==> config.mk <==
export PLATFORM = sky130hd
export DESIGN_NAME = frame_dump_sequencer
export DESIGN_NICKNAME = d
export VERILOG_FILES = /design/src/rtl/frame_dump_sequencer.sv
export SDC_FILE = /design/constraint.sdc
export NUM_CORES = 1
export LEC_CHECK = 0
export CAP_MARGIN = 20
export CORE_MARGIN = 2
export CORE_UTILIZATION = 35
export CTS_CLUSTER_DIAMETER = 200
export DETAILED_ROUTE_END_ITERATION = 10
export MAX_ROUTING_LAYER = met4
export SLEW_MARGIN = 40
export SYNTH_ARGS = -nofsm -noshare
export SYNTH_HDL_FRONTEND = slang
export SYNTH_SLANG_ARGS = --single-unit
==> constraint.sdc <==
create_clock -name sys_clk_i -period 7.2 [get_ports sys_clk_i]
set_clock_uncertainty 0.1 [all_clocks]
set_input_delay 1.44 -clock sys_clk_i [delete_from_list [all_inputs] [get_ports sys_clk_i]]
set_output_delay 1.44 -clock sys_clk_i [all_outputs]
set_load 0.02 [all_outputs]
==> src/rtl/frame_dump_sequencer.sv <==
// Dumps the downsampled thumbnail buffer over the uart on a debounced button press:
// two sync bytes, every pixel byte (x fastest, MSB first), then an 8-bit additive checksum.
module frame_dump_sequencer #(
  parameter int          COLS       = 40,
  parameter int          ROWS       = 30,
  parameter int          X_W        = 6,
  parameter int          Y_W        = 5,
  parameter int          DEBOUNCE_W = 14,
  parameter int          HOLDOFF_W  = 13,
  parameter logic [7:0]  SYNC0      = 8'hA5,
  parameter logic [7:0]  SYNC1      = 8'h5A
) (
  input  logic           sys_clk_i,
  input  logic           sys_rst_i,
  input  logic           start_i,
  output logic [X_W-1:0] read_x_o,
  output logic [Y_W-1:0] read_y_o,
  input  logic [31:0]    read_q_i,
  input  logic           uart_busy_i,
  output logic           uart_wr_o,
  output logic [7:0]     uart_dat_o,
  output logic           busy_o,
  output logic           done_o
);

  typedef enum logic [2:0] {
    IDLE, HDR0, HDR1, FETCH, WAIT, SEND, CSUM, DONE
  } state_t;

  localparam logic [X_W-1:0] X_LAST = X_W'(COLS - 1);
  localparam logic [Y_W-1:0] Y_LAST = Y_W'(ROWS - 1);

  state_t                state_q, state_d;
  logic                  start_q, start_d;
  logic [DEBOUNCE_W-1:0] deb_cnt_q, deb_cnt_d;
  logic [HOLDOFF_W-1:0]  hold_cnt_q, hold_cnt_d;
  logic [X_W-1:0]        x_q, x_d;
  logic [Y_W-1:0]        y_q, y_d;
  logic [1:0]            z_q, z_d;
  logic [7:0]            csum_q, csum_d;
  logic [31:0]           shreg_q, shreg_d;
  logic                  wr_q, wr_d;
  logic [7:0]            dat_q, dat_d;
  logic                  done_q, done_d;

  logic deb_sat, hold_sat, can_wr, trigger;

  always_comb begin
    deb_sat  = &deb_cnt_q;
    hold_sat = &hold_cnt_q;
    // wr_q is included so the strobe itself blocks the next write before the uart reports busy
    can_wr   = hold_sat & ~uart_busy_i & ~wr_q;
    trigger  = start_q & deb_sat;

    start_d    = start_i;
    deb_cnt_d  = start_q ? '0 : (deb_sat ? deb_cnt_q : deb_cnt_q + 1'b1);
    hold_cnt_d = (uart_busy_i | wr_q) ? '0 : (hold_sat ? hold_cnt_q : hold_cnt_q + 1'b1);

    state_d = state_q;
    x_d     = x_q;
    y_d     = y_q;
    z_d     = z_q;
    csum_d  = csum_q;
    shreg_d = shreg_q;
    wr_d    = 1'b0;
    dat_d   = dat_q;
    done_d  = 1'b0;

    case (state_q)
      IDLE: begin
        if (trigger) begin
          state_d = HDR0;
          x_d     = '0;
          y_d     = '0;
          z_d     = '0;
          csum_d  = '0;
        end
      end
      HDR0: begin
        if (can_wr) begin
          wr_d    = 1'b1;
          dat_d   = SYNC0;
          state_d = HDR1;
        end
      end
      HDR1: begin
        if (can_wr) begin
          wr_d    = 1'b1;
          dat_d   = SYNC1;
          state_d = FETCH;
        end
      end
      FETCH: state_d = WAIT;
      WAIT: begin
        // buffer word for the current address is valid on this edge
        shreg_d = read_q_i;
        state_d = SEND;
      end
      SEND: begin
        if (can_wr) begin
          wr_d    = 1'b1;
          dat_d   = shreg_q[31:24];
          shreg_d = {shreg_q[23:0], 8'h00};
          csum_d  = csum_q + shreg_q[31:24];
          z_d     = z_q + 2'd1;
          if (z_q == 2'd3) begin
            if (x_q == X_LAST && y_q == Y_LAST) begin
              state_d = CSUM;
            end else begin
              state_d = FETCH;
              if (x_q == X_LAST) begin
                x_d = '0;
                y_d = y_q + Y_W'(1);
              end else begin
                x_d = x_q + X_W'(1);
              end
            end
          end
        end
      end
      CSUM: begin
        if (can_wr) begin
          wr_d    = 1'b1;
          dat_d   = csum_q;
          done_d  = 1'b1;
          state_d = DONE;
        end
      end
      DONE: begin
        x_d     = '0;
        y_d     = '0;
        state_d = IDLE;
      end
      default: state_d = IDLE;
    endcase
  end

  always_ff @(posedge sys_clk_i) begin
    if (sys_rst_i) begin
      state_q    <= IDLE;
      start_q    <= 1'b0;
      deb_cnt_q  <= '0;
      hold_cnt_q <= '0;
      x_q        <= '0;
      y_q        <= '0;
      z_q        <= '0;
      csum_q     <= '0;
      shreg_q    <= '0;
      wr_q       <= 1'b0;
      dat_q      <= '0;
      done_q     <= 1'b0;
    end else begin
      state_q    <= state_d;
      start_q    <= start_d;
      deb_cnt_q  <= deb_cnt_d;
      hold_cnt_q <= hold_cnt_d;
      x_q        <= x_d;
      y_q        <= y_d;
      z_q        <= z_d;
      csum_q     <= csum_d;
      shreg_q    <= shreg_d;
      wr_q       <= wr_d;
      dat_q      <= dat_d;
      done_q     <= done_d;
    end
  end

  assign read_x_o   = x_q;
  assign read_y_o   = y_q;
  assign uart_wr_o  = wr_q;
  assign uart_dat_o = dat_q;
  assign busy_o     = (state_q != IDLE);
  assign done_o     = done_q;

endmodule

==> results of run 1 <==
-- path summary, 6_finish.rpt --
kind                 from          end  slack (ps)  depth (start not counted)
min           shreg_q[13]  shreg_q[21]         380                          2
max           uart_busy_i  shreg_q[14]        3440                          7
min reg2reg   shreg_q[13]  shreg_q[21]         380                          2
max reg2reg  deb_cnt_q[0]    csum_q[3]        4170                          6
-- routing by layer --
| metal | wire (µm) | vias up |
|---|---|---|
| met5 | 0 | - |
| met4 | 312 | 0 |
| met3 | 572 | 23 |
| met2 | 5467 | 119 |
| met1 | 5378 | 2020 |
| li1 | - | 2142 |
-- flip-flops by register name, indices dropped and copies added, names as in the netlist, 2 cells and up --
signal	flops
shreg_q	32
deb_cnt_q	14
hold_cnt_q	13
csum_q	8
uart_dat_o	8
read_x_o	6
read_y_o	5
state_q	3
z_q	2
-- where the power goes --
part	internal (mW)	switching, mW	total (mW)
clock	0.280	0.205	0.485
combinational	0.0203	0.0171	0.0374
sequential	0.522	0.00179	0.523
-- critical path: cells and delay by family --
family / cells / cell delay, ps
buf+inv: 2 / 890
compound gates: 2 / 600
simple gates: 3 / 970
-- area by class of cell --
class / instances / area share, %
Sequential cell: 94 / 32.94
Multi-Input combinational cell: 428 / 46.74
Clock buffer: 12 / 4.314
Timing Repair Buffer: 61 / 10.42
Inverter: 12 / 0.7884
Tap cell: 176 / 3.855
Clock inverter: 4 / 0.9417
-- logic make-up (layout without fill, tap and decap cells) --
logic type               count (synthesis)  after routing
AND/OR/NAND/NOR                        263            263
multiplexers                             7              7
flip-flops                              94             94
AO/OA/AOI/OAI                          126            126
buffers and inverters                   46             89
XOR/XNOR                                18             18
adder cells (fa/ha/maj)                 14             14
-- synth_stat cells (5+ instances only) --
| library cell | count |
|---|---|
| dfxtp_1 | 94 |
| nand2_1 | 80 |
| nor2_1 | 77 |
| nand3_1 | 27 |
| a21oi_1 | 24 |
| clkbuf_1 | 22 |
| nor3_1 | 19 |
| o21ai_0 | 19 |
| a311oi_1 | 17 |
| ha_1 | 13 |
| inv_1 | 12 |
| xnor2_1 | 12 |
| a31oi_1 | 9 |
| and3_1 | 9 |
| a22oi_1 | 8 |
| nand4_1 | 8 |
| a311oi_2 | 7 |
| o31ai_1 | 7 |
| or3_1 | 7 |
| a211oi_1 | 6 |
| mux2i_1 | 6 |
| xor2_1 | 6 |
| a2bb2oi_1 | 5 |
| and4_1 | 5 |
| buf_2 | 5 |
| nor2b_1 | 5 |
| or4_1 | 5 |
==> results.txt, run 1 <==
----------------------------------------------------
[STA]
  Unrepaired setup endpoints after global routing ... no
  Endpoints failing setup ... 0
  Worst-case headroom to the max-slew limit ... 49.33%
  Crit path time final ... 3760 ps
  Max-slew violation count ... 0
  Minimum hold slack ... 381.3 ps
  Hold Violations, Final ... 0
  Worst Max-Slew Pin Slew ... 754.3 ps
  Aggregate negative setup slack ... 0 ps
  Final setup slack of the worst path ... 3440 ps
  Final period utilization ... 52.23%
  Achievable Freq ... 265.9 MHz

[CTS]
  H-tree depth ... 3
  CTS tree ... yes
  Cts bufs inserted ... 9
  CTS Hold Bufs ... 0
  Worst-path clk slew ... 70 ps
  Buffer type at the clock tree root ... clkbuf_16
  Clk buf depth ... 2
  Post-CTS sizing ... 0
  Sinks on Clock Net ... 94
  Postcts setup bufs ... 0
  Insertion delay to the later sink of the worst-skew pair ... 350 ps

[Place]
  HPWL reported at the end of detailed placement ... 8.002 mm
  # placed instances ... 771
  Number of buffers added on ports ... 57
  Total cell area at the placement stage ... 0.005405 mm²
  Dpl ws ... 3079 ps
  Routability congestion estimate from global placement ... 0.8834

[Global routing]
  Met2 layer usage reported by global route ... 27.05%
  Gr ovfl total ... 0
  Global-route usage over all layers ... 17.58%
  Vias in the first global route ... 4130
  Global-route wire length before repair ... 19.83 mm
  Top Usage Layer GRT ... met2
  GR Layer Usage met1 ... 22.05%
  Global-route track usage on met3 ... 3.349%
  Maximum number of pins on one net before global-route repair ... 67
  Initial antenna violation count ... 0

[Final layout]
  Proportion of layout cells with a drive suffix above 1 ... 6.874%
  Area Growth Syn to Fin ... 20.35%
  Area of combinational cells with multiple inputs ... 0.002670 mm²
  Core occupancy in the finished layout ... 43.14%
  Commonest cells after routing, fill and taps aside ... 94 x dfxtp_1, 80 x nand2_1, 77 x nor2_1
  Fillers ... 1363
  Sequential cell area in the final layout ... 0.001882 mm²
  Leading cell type in the layout, fill and taps excluded ... dfxtp_1
  Cell area after layout ... 0.005713 mm²
  Total Nets Final ... 656
  Final std cells w/o fill ... 787
  Ant diodes ... 0

[Job]
  Max Cap Violations ... 0

[Synthesis]
  Yosys warnings ... 0
  Top post-synthesis cells by area ... dfxtp_1 40%, nand2_1 6.3%, nor2_1 6.1%, ha_1 3.4%, a311oi_1 3.1%
  Xor/xnor share of the synthesized area ... 3.321%
  Number of enable-type register cells in the synthesized netlist ... 0
  Gate Count Post-Synth ... 568
  Post-synthesis instance area ... 0.004747 mm²
  Portion of the post-synthesis area used by sequential elements ... 39.64%
  Share of synthesized registers carrying an async set or reset ... 0%
  Mean instance size in the synthesized netlist ... 8.357 µm²
  Post-synthesis net count ... 618
  Synth Register Bits ... 94
  Mux cell area share after synthesis ... 1.502%
  Primary FF master, synth ... dfxtp_1
  Fraction of post-synthesis cell area in the top cell type by area ... 39.64%
  Count of unique library cells instantiated by Yosys ... 59
  Main combinational cell family by area after synthesis ... simple AND/OR/NAND/NOR gates
  Complex-gate fraction of the synthesized area ... 20.32%
  Adder and majority gate portion of the synthesized area ... 3.848%
  Simple-gate share of the synthesized area ... 26.81%
  Library cell with the largest summed area after synthesis ... dfxtp_1

[Critical path]
  Required time at the worst-slack endpoint ... 7350 ps
  Ordered list of cells on the worst path ... clkdlybuf4s50_1 -> nand4bb_1 -> or4_1 -> a211oi_4 -> buf_4 -> nor2_1 -> a311oi_1
  Crit-path max FO ... 48
  Slowest cell on crit path ... or4_1
  Setup crit start kind ... input port
  Slowest Stage Delay on Critical Path ... 720 ps
  Worst endpoint data arrival time ... 3910 ps
  Crit Path Category ... in2reg
  Kind of end point of the critical path ... flop

[Die]
  Starting density of the core ... 35.85%
  Die H ... 120.5 µm
  I/O Pins ... 58
  Total die area ... 0.01451 mm²
  DIE WIDTH ... 120.5 µm
  Std-Cell Rows ... 42
  Core box area ... 0.01324 mm²

[Hold path]
  Classification of the worst-slack hold path ... reg2reg

[Detailed routing]
  Starting DRT DRC Count ... 290
  Number of detailed-routing iterations run before antenna repair ... 5
  Overall routed net length ... 11.73 mm
  Via count ... 4304
  Mean routed wirelength per cell ... 14.90 µm
  Post-route DRC ... 0
  Vias per inst ... 5.469
  Remaining number of nets flagged by the antenna check after routing ... 0

[Status]
  Result of the run ... complete, no violations

[Power]
  Static Leakage ... 1.965 nW
  Worst IR Drop VDD ... 102.4 µV
  Power density normalized to cell area ... 183.1 mW/mm²
  Overall power after layout ... 1.046 mW

----------------------------------------------------
(Power assumes the default switching activity.)
==> run 2: changes to the inputs <==
==> constraint.sdc (replaced) <==
create_clock -name sys_clk_i -period 3.42 [get_ports sys_clk_i]
set_clock_uncertainty 0.1 [all_clocks]
set_input_delay 0.684 -clock sys_clk_i [delete_from_list [all_inputs] [get_ports sys_clk_i]]
set_output_delay 0.684 -clock sys_clk_i [all_outputs]
set_load 0.02 [all_outputs]
==> run 2 against run 1 <==
- critical path depth unchanged
- sequential share of layout area is 0.29 points lower
- count of clock-buffer cells in the layout is 1 lower
- combinational power grew 110%
- die area did not move
- total power increased by 110%
- final cell count increased by 0.64%
- non-clock buffer count rose by 5
==> results.txt, run 2 (synthesized netlist as in run 1, its figures left out) <==
----------------------------------------------------
[Critical path]
  Worst Reg-to-Reg Cells ... 6 (unchanged)
  Crit Path Category ... in2reg
  Kind of end point of the critical path ... flop
  Worst reg2reg path endpoint ... read_x_o[1]
  Slowest cell on crit path ... or4_1
  Reg-to-Reg Start ... read_x_o[0]
  Slowest Stage Delay on Critical Path ... 710 ps (about the same)
  Crit-path max FO ... 48 (unchanged)
  Required time at the worst-slack endpoint ... 3580 ps (-3770 ps)
  Worst setup path start ... uart_busy_i
  End of the critical path ... shreg_q[24]
  Worst endpoint data arrival time ... 2960 ps (-950 ps)
  Ordered list of cells on the worst path ... clkdlybuf4s50_1 -> nand4bb_1 -> or4_1 -> a211oi_4 -> buf_12 -> nor2_1 -> a311oi_2
  Worst R2R Setup Slack ... 810 ps (-3360 ps)
  Setup crit start kind ... input port

[Final layout]
  Area Growth Syn to Fin ... 21.40%
  Commonest cells after routing, fill and taps aside ... 94 x dfxtp_1, 80 x nand2_1, 77 x nor2_1
  Ant diodes ... 0 (unchanged)
  Register containing the most flip-flops in the final layout ... shreg_q
  Leading cell type in the layout, fill and taps excluded ... dfxtp_1
  Fillers ... 1343 (-1.5%)
  Core occupancy in the finished layout ... 43.52% (+0.38 points)
  Flip-flop count of the largest register after layout ... 32 (unchanged)
  Total Nets Final ... 661 (+0.76%)
  Proportion of layout cells with a drive suffix above 1 ... 7.630% (+0.76 points)
  Top Registers ... shreg_q (32), deb_cnt_q (14), hold_cnt_q (13)

[Die]
  Std-Cell Rows ... 42 (unchanged)
  Core box area ... 0.01324 mm² (unchanged)
  DIE WIDTH ... 120.5 µm (unchanged)
  Die H ... 120.5 µm (unchanged)
  Total die area ... 0.01451 mm² (unchanged)
  I/O Pins ... 58 (unchanged)
  Starting density of the core ... 35.85% (unchanged)

[STA]
  Minimum hold slack ... 376.4 ps (-4.912 ps)
  Worst-case headroom to the max-slew limit ... 48.91% (-0.42 points)
  Max-slew violation count ... 0 (unchanged)
  Final setup slack of the worst path ... 621.1 ps (-2818 ps)
  Final period utilization ... 81.84%
  Unrepaired setup endpoints after global routing ... no
  Worst Max-Slew Pin Slew ... 761.7 ps (+7.369 ps)
  Aggregate negative setup slack ... 0 ps (unchanged)
  Hold Violations, Final ... 0 (unchanged)
  Achievable Freq ... 357.3 MHz
  Crit path time final ... 2799 ps
  Endpoints failing setup ... 0 (unchanged)

[CTS]
  Clk buf depth ... 2 (unchanged)
  Buffer type at the clock tree root ... clkbuf_16
  CTS tree ... yes
  Postcts setup bufs ... 0 (unchanged)
  CTS Hold Bufs ... 0 (unchanged)
  Post-CTS sizing ... 0 (unchanged)
  H-tree depth ... 3 (unchanged)
  Sinks on Clock Net ... 94 (unchanged)
  Cts bufs inserted ... 9 (unchanged)
  Worst-path clk slew ... 70 ps (about the same)
  Insertion delay to the later sink of the worst-skew pair ... 350 ps (about the same)

[Place]
  Number of buffers added on ports ... 57 (unchanged)
  Dpl ws ... 258.0 ps (-2821 ps)
  HPWL reported at the end of detailed placement ... 7.908 mm (-1.2%)
  Routability congestion estimate from global placement ... 0.8760 (-0.84%)

[Detailed routing]
  Starting DRT DRC Count ... 252 (-13%)
  Overall routed net length ... 11.42 mm (-2.7%)
  Mean routed wirelength per cell ... 14.42 µm (-3.3%)
  Vias per inst ... 5.404 (-1.2%)
  Number of detailed-routing iterations run before antenna repair ... 4 (-1)
  Post-route DRC ... 0 (unchanged)
  Via count ... 4280 (-0.56%)
  Remaining number of nets flagged by the antenna check after routing ... 0 (unchanged)

[Global routing]
  Global-route wire length before repair ... 19.28 mm (-2.8%)
  Gr ovfl total ... 0 (unchanged)
  Vias in the first global route ... 4179 (+1.2%)
  Maximum number of pins on one net before global-route repair ... 55 (-18%)
  Initial antenna violation count ... 0 (unchanged)
  Global-route usage over all layers ... 16.90% (-0.68 points)

[Hold path]
  Classification of the worst-slack hold path ... reg2reg

[Power]
  Power density normalized to cell area ... 387.0 mW/mm² (+110%)
  Worst IR Drop VDD ... 233.9 µV (+130%)
  Static Leakage ... 1.992 nW (+1.3%)

[Status]
  Result of the run ... complete, no violations

[Job]
  Max Cap Violations ... 0 (unchanged)

----------------------------------------------------
-- run 2: how the worst min path moves through the flow --
stage | from | end | slack, ps | cells after the start
after global placement | z_q[1] | z_q[1] | 350 | 2
final | z_q[1] | z_q[1] | 380 | 2
after detailed placement | z_q[1] | z_q[1] | 360 | 2
after floorplan | z_q[1] | z_q[1] | 350 | 2
after CTS | z_q[1] | z_q[1] | 370 | 2
after global routing | shreg_q[13] | shreg_q[21] | 410 | 2
-- run 2: critical path: cells and delay by family --
family | cells | cell delay (ps)
AND/OR/NAND/NOR | 3 | 980
AO/OA/AOI/OAI | 2 | 590
buffers and inverters | 2 | 690
-- run 2: cell type report --
cell class | instances | area [µm²] | share of cell area (%)
tap | 176 | 220.2 | 3.821
sequential | 94 | 1882 | 32.65
clock buffer | 11 | 252.7 | 4.386
inverter | 12 | 45.04 | 0.7816
timing repair buffer | 66 | 645.6 | 11.20
clock inverter | 5 | 63.81 | 1.107
multi-input combinational | 428 | 2654 | 46.05
-- run 2: power breakdown --
group / total [mW] / internal, mW / switching, mW
registers: 1.10 / 1.10 / 0.00379
clock network: 1.05 / 0.613 / 0.437
logic: 0.0779 / 0.0426 / 0.0353
-- run 2: per-stage QoR --
stage	cell area [µm²]	std cells	total power, mW
6_report	5763	792	2.230
5_1_grt	5763	792	2.304
4_1_cts	5763	792	2.255
3_5_place_dp	5446	776	1.206
3_3_place_gp	5441	776	1.205
2_1_floorplan	4747	568	1.156
-- run 2: per-layer routing --
layer,global-route usage (%),up-vias,routed length (µm)
li1,-,2152,-
met1,20.69,2037,5388
met2,27.54,73,5417
met3,2.594,18,346
met4,7.631,0,266
met5,-,-,0
==> run 3: changes to the inputs <==
==> constraint.sdc (replaced) <==
create_clock -name sys_clk_i -period 2.8 [get_ports sys_clk_i]
set_clock_uncertainty 0.1 [all_clocks]
set_input_delay 0.56 -clock sys_clk_i [delete_from_list [all_inputs] [get_ports sys_clk_i]]
set_output_delay 0.56 -clock sys_clk_i [all_outputs]
set_load 0.02 [all_outputs]
==> run 3 against run 2 <==
- via count rose by 2.1%
- register-to-register slack got worse by 490 ps
- hold slack got worse by 5.3 ps
- flip-flop and latch count did not move
- worst setup slack got worse by 410 ps
- critical path depth fell by 5
- sequential power is 23% higher
- largest cell class unchanged
- largest power group unchanged
- first-iteration DRC count rose by 17%
==> results.txt, run 3 (synthesized netlist as in run 1, its figures left out) <==
----------------------------------------------------
[Global routing]
  Vias in the first global route ... 4194 (+0.36%)
  Global-route usage over all layers ... 17.50% (+0.60 points)
  Global-route wire length before repair ... 19.97 mm (+3.6%)
  Gr ovfl total ... 0 (unchanged)
  Maximum number of pins on one net before global-route repair ... 43 (-22%)
  Initial antenna violation count ... 0 (unchanged)

[Critical path]
  Ordered list of cells on the worst path ... or3_1 -> clkdlybuf4s50_1
  Crit-path max FO ... 11 (-77%)
  Number of buffer and inverter stages on the critical path ... 1 (-1)
  Setup crit start kind ... flop
  Required time at the worst-slack endpoint ... 2140 ps (-1440 ps)
  Slowest cell on crit path ... clkdlybuf4s50_1
  Worst path top cell family by delay ... buffers and inverters
  Crit Path Category ... reg2out
  Worst endpoint data arrival time ... 1930 ps (-1030 ps)
  Slowest Stage Delay on Critical Path ... 610 ps (-100 ps)
  Kind of end point of the critical path ... output pin
  Worst R2R Setup Slack ... 320 ps (-490 ps)

[Die]
  Starting density of the core ... 35.85% (unchanged)
  Die H ... 120.5 µm (unchanged)
  Total die area ... 0.01451 mm² (unchanged)
  Std-Cell Rows ... 42 (unchanged)
  Core box area ... 0.01324 mm² (unchanged)
  DIE WIDTH ... 120.5 µm (unchanged)
  I/O Pins ... 58 (unchanged)

[Power]
  Net Sw Frac ... 21.06% (-0.31 points)
  Combinational share of power ... 3.5% (about the same)
  Net Switching ... 0.5889 mW (+24%)
  Clock Power Share ... 48.4% (+1.3 points)
  Cell Int Power ... 2.207 mW (+26%)
  Power density normalized to cell area ... 474.8 mW/mm² (+23%)
  Sequential share of power ... 48.1% (-1.3 points)
  Worst IR Drop VDD ... 266.2 µV (+14%)
  Static Leakage ... 2.068 nW (+3.8%)

[Final layout]
  Core occupancy in the finished layout ... 44.47% (+0.95 points)
  Top Registers ... shreg_q (32), deb_cnt_q (14), hold_cnt_q (13)
  Flip-flop count of the largest register after layout ... 32 (unchanged)
  Register containing the most flip-flops in the final layout ... shreg_q
  Proportion of layout cells with a drive suffix above 1 ... 9.524% (+1.9 points)
  Total Nets Final ... 675 (+2.1%)
  Leading cell type in the layout, fill and taps excluded ... dfxtp_1
  Area Growth Syn to Fin ... 24.06%
  Cell area after layout ... 0.005889 mm² (+2.2%)
  Commonest cells after routing, fill and taps aside ... 94 x dfxtp_1, 80 x nand2_1, 77 x nor2_1
  Ant diodes ... 0 (unchanged)

[Detailed routing]
  Via count ... 4370 (+2.1%)
  Remaining number of nets flagged by the antenna check after routing ... 0 (unchanged)
  Number of detailed-routing iterations run before antenna repair ... 5 (+1)
  Post-route DRC ... 0 (unchanged)
  Vias per inst ... 5.422 (+0.33%)
  Overall routed net length ... 11.88 mm (+4.1%)
  Starting DRT DRC Count ... 295 (+17%)
  Mean routed wirelength per cell ... 14.74 µm (+2.3%)

[STA]
  Max-slew violation count ... 0 (unchanged)
  Worst-case headroom to the max-slew limit ... 56.15% (+7.2 points)
  Unrepaired setup endpoints after global routing ... no
  Worst Max-Slew Pin Slew ... 657.7 ps (-104.0 ps)
  Achievable Freq ... 385.9 MHz
  Minimum hold slack ... 371.1 ps (-5.286 ps)
  Crit path time final ... 2592 ps
  Hold Violations, Final ... 0 (unchanged)
  Final period utilization ... 92.56%
  Endpoints failing setup ... 0 (unchanged)

[Place]
  Routability congestion estimate from global placement ... 0.8981 (+2.5%)
  HPWL reported at the end of detailed placement ... 8.287 mm (+4.8%)
  Total cell area at the placement stage ... 0.005559 mm² (+2.1%)
  Number of buffers added on ports ... 57 (unchanged)

[CTS]
  CTS Hold Bufs ... 0 (unchanged)
  Clk buf depth ... 2 (unchanged)
  Cts bufs inserted ... 9 (unchanged)
  Insertion delay to the later sink of the worst-skew pair ... 350 ps (about the same)
  H-tree depth ... 3 (unchanged)
  Buffer type at the clock tree root ... clkbuf_16
  Postcts setup bufs ... 0 (unchanged)
  Worst-path clk slew ... 70 ps (about the same)
  Post-CTS sizing ... 0 (unchanged)
  CTS tree ... yes
  Sinks on Clock Net ... 94 (unchanged)

[Job]
  Max Cap Violations ... 0 (unchanged)

[Hold path]
  Classification of the worst-slack hold path ... reg2reg

[Status]
  Result of the run ... complete, no violations

----------------------------------------------------
[run 3: cell count changes in the layout (fill, tap and decap cells not counted)]
| cell | before | now |
|---|---|---|
| clkinvlp_4 | 1 | 0 |
| nor3_2 | 1 | 0 |
| bufinv_16 | 1 | 2 |
| nor3_1 | 18 | 19 |
| clkinv_2 | 0 | 1 |
| buf_4 | 8 | 21 |
| clkbuf_8 | 2 | 1 |
| buf_12 | 1 | 2 |
[run 3: area by class of cell]
cell class / instances / area, µm²
timing repair buffer: 80 / 763.2
clock inverter: 6 / 91.34
clock buffer: 10 / 239.0
multi-input combinational: 428 / 2649
fill: 1340 / 7353
sequential: 94 / 1882
tap: 176 / 220.2
inverter: 12 / 45.04
[run 3: worst min-delay path: stages, from the launching register on]
cell,delay [ps]
dfxtp_1,310
nand2_1,50
a311oi_1,70
[run 3: stage by stage]
stage               setup TNS [ps]  cells  setup WS (ps)  total power, mW
floorplan                        0    568          451.5            1.412
global placement            -556.8    790         -31.88            1.473
detailed placement           -1787    790         -105.4            1.475
CTS                              0    806          198.0            2.822
global route                     0    806          111.1            2.893
finish                           0    806          208.3            2.796
[run 3: final timing paths]
kind	start	endpoint	cells past startpoint
max	state_q[0]	busy_o	2
min	shreg_q[21]	shreg_q[29]	2
max reg2reg	hold_cnt_q[0]	shreg_q[21]	8
min reg2reg	shreg_q[21]	shreg_q[29]	2
[run 3: routing by layer]
| metal | vias to the layer above | GRT usage (%) | share of wire, % |
|---|---|---|---|
| li1 | 2172 | - | - |
| met1 | 2097 | 21.68 | 46 |
| met2 | 88 | 28.35 | 48 |
| met3 | 13 | 3.349 | 3.9 |
| met4 | 0 | 6.613 | 1.6 |
| met5 | - | - | 0 |
[run 3: power groups by stage]
stage	sequential, mW	combinational [mW]	clock (mW)
4_1_cts	1.35	0.100	1.38
6_report	1.35	0.0982	1.35
5_1_grt	1.35	0.107	1.44
2_1_floorplan	1.38	0.0368	0
3_5_place_dp	1.38	0.0982	0
3_3_place_gp	1.38	0.0968	0
